===== src/rtl/pwm_gen.sv =====
// PWM generator with double-buffered ratio, applied at period boundaries
// under a per-period slew limit; pwm_done pulses once the request is in effect.
module pwm_gen #(
  parameter int unsigned PRESCALE = 4,
  parameter int unsigned MAX_STEP = 255
) (
  input  logic       clock,
  input  logic       reset_n,
  input  logic       pwm_enable,
  input  logic [7:0] pwm_ratio,
  input  logic       pwm_update,
  output logic       pwm_done,
  output logic       pwm_out,
  output logic       period_start,
  output logic [7:0] active_ratio
);

  localparam int unsigned    PW       = (PRESCALE > 1) ? $clog2(PRESCALE) : 1;
  localparam logic [PW-1:0]  PRC_LAST = PW'(PRESCALE - 1);
  localparam logic [8:0]     STEP     = 9'(MAX_STEP);
  localparam logic [7:0]     CNT_LAST = 8'd254;

  logic [PW-1:0] prc;
  logic [7:0]    cnt;
  logic [7:0]    pending_ratio;
  logic          pending;

  logic          tick;
  logic          boundary;
  logic          apply;
  logic          final_step;
  logic [7:0]    target;
  logic [7:0]    next_active;
  logic [8:0]    diff;

  always_comb begin
    tick       = pwm_enable && (prc == PRC_LAST);
    boundary   = tick && (cnt == CNT_LAST);
    target     = pwm_update ? pwm_ratio : pending_ratio;
    apply      = (pending || pwm_update) && (!pwm_enable || boundary);
    if (target >= active_ratio)
      diff = {1'b0, target} - {1'b0, active_ratio};
    else
      diff = {1'b0, active_ratio} - {1'b0, target};
    // Disabled updates bypass the slew limit entirely.
    final_step = !pwm_enable || (diff <= STEP);
    if (final_step)
      next_active = target;
    else if (target > active_ratio)
      next_active = 8'({1'b0, active_ratio} + STEP);
    else
      next_active = 8'({1'b0, active_ratio} - STEP);
  end

  always_ff @(posedge clock or negedge reset_n) begin
    if (!reset_n) begin
      prc           <= '0;
      cnt           <= '0;
      active_ratio  <= '0;
      pending_ratio <= '0;
      pending       <= 1'b0;
      pwm_out       <= 1'b0;
      pwm_done      <= 1'b0;
      period_start  <= 1'b0;
    end else begin
      if (!pwm_enable) begin
        prc <= '0;
        cnt <= '0;
      end else if (tick) begin
        prc <= '0;
        cnt <= (cnt == CNT_LAST) ? '0 : cnt + 8'd1;
      end else begin
        prc <= prc + PW'(1);
      end

      pwm_out      <= pwm_enable && (cnt < active_ratio);
      period_start <= boundary;
      pwm_done     <= 1'b0;

      if (pwm_update) begin
        pending_ratio <= pwm_ratio;
        pending       <= 1'b1;
      end

      // Completion clears pending even if an update arrives in the same cycle,
      // since that update is the target being applied. A held update cannot
      // produce back-to-back done pulses.
      if (apply) begin
        active_ratio <= next_active;
        if (final_step) begin
          pending  <= 1'b0;
          pwm_done <= !pwm_done;
        end
      end
    end
  end

endmodule


===== config.mk =====
export PLATFORM = sky130hd
export DESIGN_NAME = pwm_gen
export DESIGN_NICKNAME = d
export VERILOG_FILES = /design/src/rtl/pwm_gen.sv
export SDC_FILE = /design/constraint.sdc
export NUM_CORES = 1
export LEC_CHECK = 0
export CAP_MARGIN = 25
export CORE_AREA = 3 3 64 66
export DETAILED_ROUTE_END_ITERATION = 6
export DIE_AREA = 0 0 67 69
export DONT_BUFFER_PORTS = 1
export GPL_TIMING_DRIVEN = 0
export MAX_ROUTING_LAYER = met4
export PLACE_DENSITY = 0.82
export SLEW_MARGIN = 30
export SYNTH_ARGS = -nofsm -noshare
export SYNTH_HDL_FRONTEND = slang
export SYNTH_SLANG_ARGS = --single-unit

===== constraint.sdc =====
create_clock -name clock -period 4.3 [get_ports clock]
set_input_delay 0.43 -clock clock [delete_from_list [all_inputs] [get_ports clock]]
set_output_delay 0.43 -clock clock [all_outputs]
set_load 0.1 [all_outputs]

* Word level (Yosys, flattened, before mapping)
Index checks and enable logic that the tools add are counted.
Widths: inputs -> output; s select.
** Operators by class
- Muxes and demuxes :: 14
- Eq/ne operators :: 3
- $lt $le $gt $ge :: 4
- Add/sub/neg operators :: 6
- Reduce and logical (&&, ||, !) cells :: 9
** Operators by type and width (count)
- $mux 8 :: 6
- $sub 8x8->9 :: 2
- $le 9x8->1 const B :: 1
- $mux 9 :: 1
- $add 8x1->8 const B :: 1
- $add 8x8->8 const B :: 1
- $eq 8x8->1 const B :: 1
- $ge 8x8->1 :: 1
- $gt 8x8->1 :: 1
- $lt 8x8->1 :: 1
- $sub 8x8->8 const B :: 1
- $mux 1 :: 5
- $logic_and 1x1->1 :: 4
- $mux 2 :: 2
- $logic_or 1x1->1 :: 3
- $add 2x1->2 const B :: 1
- $eq 2x2->1 const B :: 1
- $logic_not 1->1 :: 2
- $ne 2x1->1 const B :: 1
** Word-level totals
- Bits of input ports :: 12
- Register bits :: 30
- Output and inout port bits :: 11

* Logic depth before layout (Yosys ltp)
- Depth in word-level cells :: 7
- Mapped depth :: 17
- Mapped depth without buffers :: 16

* Least setup slack after synthesis
OpenSTA, ideal clock, no wires.
- Path kind :: reg-to-reg
- Start :: reg active_ratio[1]
- End :: reg active_ratio[7]
- Path buffers :: 0
- Clock period less this slack :: 3.721 ns
- Required time :: 4.170 ns
- Path slack :: 0.579 ns
- Data arrival time :: 3.591 ns
- Stages on the path, launching flop included :: 15
- Path through :: dfrtp_1 inv_1 ha_1 nand2b_1 a21oi_1 o21ai_0 a22oi_2 ha_1 a21o_1 nand4_1 nand3_1 o41ai_1 xnor2_1 nand3b_1 nand3_1
** Between the ends
- Cells in the longest elaborated chain, start to end :: 5
- Elaborated cells between the ends (all ways) :: 11
- Classes of those cells :: 4 x add/sub; 3 x order compare; 3 x mux; 1 x reduce/logical
** Ends and longest elaborated chain
- from (decl) :: RTL line 15 : output logic [7:0] active_ratio
- from (signal assigned) :: RTL line 89 : active_ratio <= next_active;
- $sub 8x8->9, or another cell as far along :: RTL line 44 : diff = {1'b0, active_ratio} - {1'b0, target};
- $mux 9 :: RTL line 41 : if (target >= active_ratio)
- $le 9x8->1 :: RTL line 46 : final_step = !pwm_enable || (diff <= STEP);
- $logic_or 1x1->1 :: RTL line 46
- $mux 8 (*) :: RTL line 47 : if (final_step)
Every way passes the cells marked *; elsewhere a longest branch is shown, timed or not.
A chain may end at the register's enable or synchronous reset.

* Worst setup path after layout
- Start :: in pwm_update
- End :: reg active_ratio[7]
** Between the ends
- Cells in the longest elaborated chain, start to end :: 6
- Elaborated cells between the ends (all ways) :: 12
- Classes of those cells :: 2 x add/sub; 3 x order compare; 4 x mux; 3 x reduce/logical
** Ends and longest elaborated chain
- from (decl) :: RTL line 11 : input logic pwm_update,
- $mux 8 (*)
- named net target[7] :: RTL line 32 : logic [7:0] target;
- $sub 8x8->9, or another cell as far along :: RTL line 44
- $mux 9 :: RTL line 41
- $le 9x8->1 :: RTL line 46
- $logic_or 1x1->1 :: RTL line 46
- $mux 8 (*) :: RTL line 47
The timed path passes the listed nets; every way through them passes the cells marked *.

==> impl_results.md <==
* Outcome: completed
* Final slew viol count at 0
* Final min period at 3866 ps
* Max stage delay on crit path at 450 ps
* Post-route ant nets at 0
* Largest net degree at the start of global routing at 31
* Average cell area after synthesis at 9.542 sq um
* DR vias/cell at 5.720
* Total number of vias at 1,693
* Total Routing Usage GR at 22.31%
* Period utilisation layout at 89.91%
* Design Power at 1.934 mW
* EDFF count, synth at 0
* Synthesized cell area at 2271 sq um
* Area grow syn2layout at 9.256%
* Synth warnings at 0
* Clk pwr share at 13.7%
* Worst slew pin tran at 900.5 ps
* GR Overflow Total at 0
* Worst Path Max Fanout at 9
* Antenna diodes at 0
* Commonest non-fill, non-tap cell in the layout: ha_1
* Number of distinct library cells after synthesis at 47
* Crit path launch type: input pin
* Post-Route WL at 4367 um
* Placed Cells at 286
* R2r setup slk at 440 ps
* Die X at 67 um
* Pwr/cell area at 779.6 nW/um^2
* Clock Pin Slew Worst Setup and Hold Paths at 60 ps
* Initial drt markers at 82
* Clock Latency Late Sink at 280 ps
* Initial antenna violation count at 0
* Port bufs at 0
* Switch share at 52.39%
* Most frequent cells in the layout: ha_1 (31), dfrtp_1 (22), inv_1 (21)
* Finished Core Util at 68.29%
* Setup-failing EPs final at 0
* CTS root buf: clkbuf_8
* Hold Path End: period_start
* Max Freq at 0.2587 GHz
* Core Area at 3633 sq um
* Combinational fraction of design power at 49.3%
* TritonCTS Buffers at 5
* Clk buf depth at 2
* Worst hold path type: input pin to flip-flop
* # H-tree levels at 2
* Sequential area share after synthesis at 33.06%
* CP top delay family: compound AO/OA/AOI/OAI gates
* Setup total negative slack at 0 ps
* CTS tree: yes
* Non-filler cells, final at 296
* Worst slew margin at 39.96%
* I/O Pins at 23
* Flop pwr share at 37.0%
* CP arrival at 4030 ps
* Path depth of the worst reg2reg path at 14
* Num rows at 22
* Post-route setup slack at 433.9 ps
* Int Pwr at 0.9209 mW
* Main synth FF type: dfrtp_1
* Maxcap violations at 0
* Worst path cell trace: clkbuf_1 > mux2i_1 > inv_1 > ha_1 > and3_4 > and2_4 > o21ai_0 > a22oi_2 > ha_1 > a21o_1 > nand4_1 > nand3_1 > o41ai_1 > xnor2_1 > nand3b_1 > nand3_1
* RSZ-0062 raised after global routing: no
* First-pass GRT wire length at 7824 um
* Final Hold Fails at 0
* Vias in the first global route at 1,701
* Layout Skew at 7.244 ps
* Pre-CTS worst setup slack at 69.43 ps
* Crit path required time at 4470 ps
* Worst setup path class: input pin to flip-flop
* CP endpoint kind: flip-flop
* FF-to-FF End: active_ratio[7]
* Hold Path Cell Cnt at 2
* Launching point of the worst reg2reg path: active_ratio[1]
* Synth Register Bits at 30
* Layout cell share with drive strength beyond 1 at 20.16%
* Beginning of the worst hold path: pwm_enable
* Die height at 69 um
* Async SR Flop Fraction at 100.0%
* Nets@finish at 293
* Clock Sinks at 30
* Cells after Synth at 238
* Leakage Power at 1.131 nW
* Die area at 4623 sq um
* Initial Utilization at 62.50%
* Post-synthesis net count at 284
* DP HPWL at 3367 um
* Slowest stage cell, crit path: a22oi_2
* Switching pwr at 1.013 mW
* WL per Instance at 14.75 um
* Crit path buf inv count at 2
* Peak supply drop at 614.3 uV
* Routability cong. at 0.8715
* DR pass1 iterations at 4
* DRC viols at 0
==> cell type report <==
class                      instances  area [sq um]
sequential                        30         760.7
timing repair buffer               2         30.03
buffer                             7         46.29
clock buffer                       8         110.1
fill                             282          1152
tap                               48         60.06
inverter                          21         78.83
multi-input combinational        180          1395
==> cell families after synthesis <==
| logic type | share of synthesized area, % |
|---|---|
| adders and majority gates | 19.72 |
| xor gates and xnor gates | 2.700 |
| AOI/OAI and AO/OA | 20.17 |
| muxes | 3.802 |
| and+or+nand+nor | 15.04 |
| DFF | 33.06 |
| buffers and inverters | 5.510 |
==> worst max path at each step <==
stage | from | end | slack (ps) | cells past startpoint
after global placement | active_ratio[1] | active_ratio[7] | 150 | 14
after global routing | pwm_update | active_ratio[7] | 10 | 16
after floorplan | active_ratio[1] | active_ratio[7] | 580 | 14
final | pwm_update | active_ratio[7] | 430 | 16
after detailed placement | active_ratio[1] | active_ratio[7] | 70 | 14
after CTS | active_ratio[1] | active_ratio[7] | 50 | 14
==> metrics by stage <==
| stage | hold WS [ps] | area, sq um |
|---|---|---|
| after floorplan | 134.4 | 2271 |
| after global routing | 277.9 | 2481 |
| after global placement | 135.0 | 2331 |
| after CTS | 272.3 | 2472 |
| final | 283.3 | 2481 |
| after detailed placement | 135.0 | 2332 |
==> per-layer routing <==
layer	vias up	wire length, um	track usage [%]
met3	10	199	5.863
met2	38	1905	31.11
met5	-	0	-
met4	0	94	7.658
li1	853	-	-
met1	792	2168	31.19
==> registers in the layout, summed over array words and instances (netlist names) <==
register	cells
active_ratio	8
cnt	8
pending	1
pending_ratio	8
period_start	1
prc	2
pwm_done	1
pwm_out	1
==> what timing repair did <==
| action | CTS | global route |
|---|---|---|
| endpoints found under the hold margin | 30 | 0 |
| endpoints found under the setup margin | 0 | 2 |
| hold buffers | 2 | 0 |
| resized for setup | 0 | 2 |
| buffers inserted | 0 | 0 |
==> power by group through the flow <==
stage                     sequential [mW]  combinational [mW]  clock (mW)
after floorplan                     0.683               0.792           0
after global placement              0.708               0.903           0
after detailed placement            0.711               0.934           0
after CTS                           0.705               0.956       0.269
after global routing                0.724                1.07       0.278
final                               0.715               0.954       0.266
==> cell usage after synthesis (all sizes together), types with 2 or more instances <==
cell / n / area share [%]
nand4: 3 / 0.83
xnor2: 6 / 2.3
and2: 5 / 1.6
nor2: 16 / 2.6
o21ai: 24 / 6.8
nor2b: 4 / 1.1
o31a: 2 / 1.2
o41ai: 2 / 0.77
mux2i: 3 / 1.3
nand2b: 2 / 0.55
nand3: 9 / 2.0
nand2: 19 / 3.1
buf: 4 / 1.5
dfrtp: 30 / 33
fa: 3 / 2.6
clkbuf: 3 / 0.50
ha: 31 / 17
nor3: 4 / 0.88
inv: 21 / 3.5
a221oi: 2 / 1.3
a21o: 6 / 2.1
mux2: 5 / 2.5
a21oi: 18 / 4.8
(Power assumes the default switching activity.)
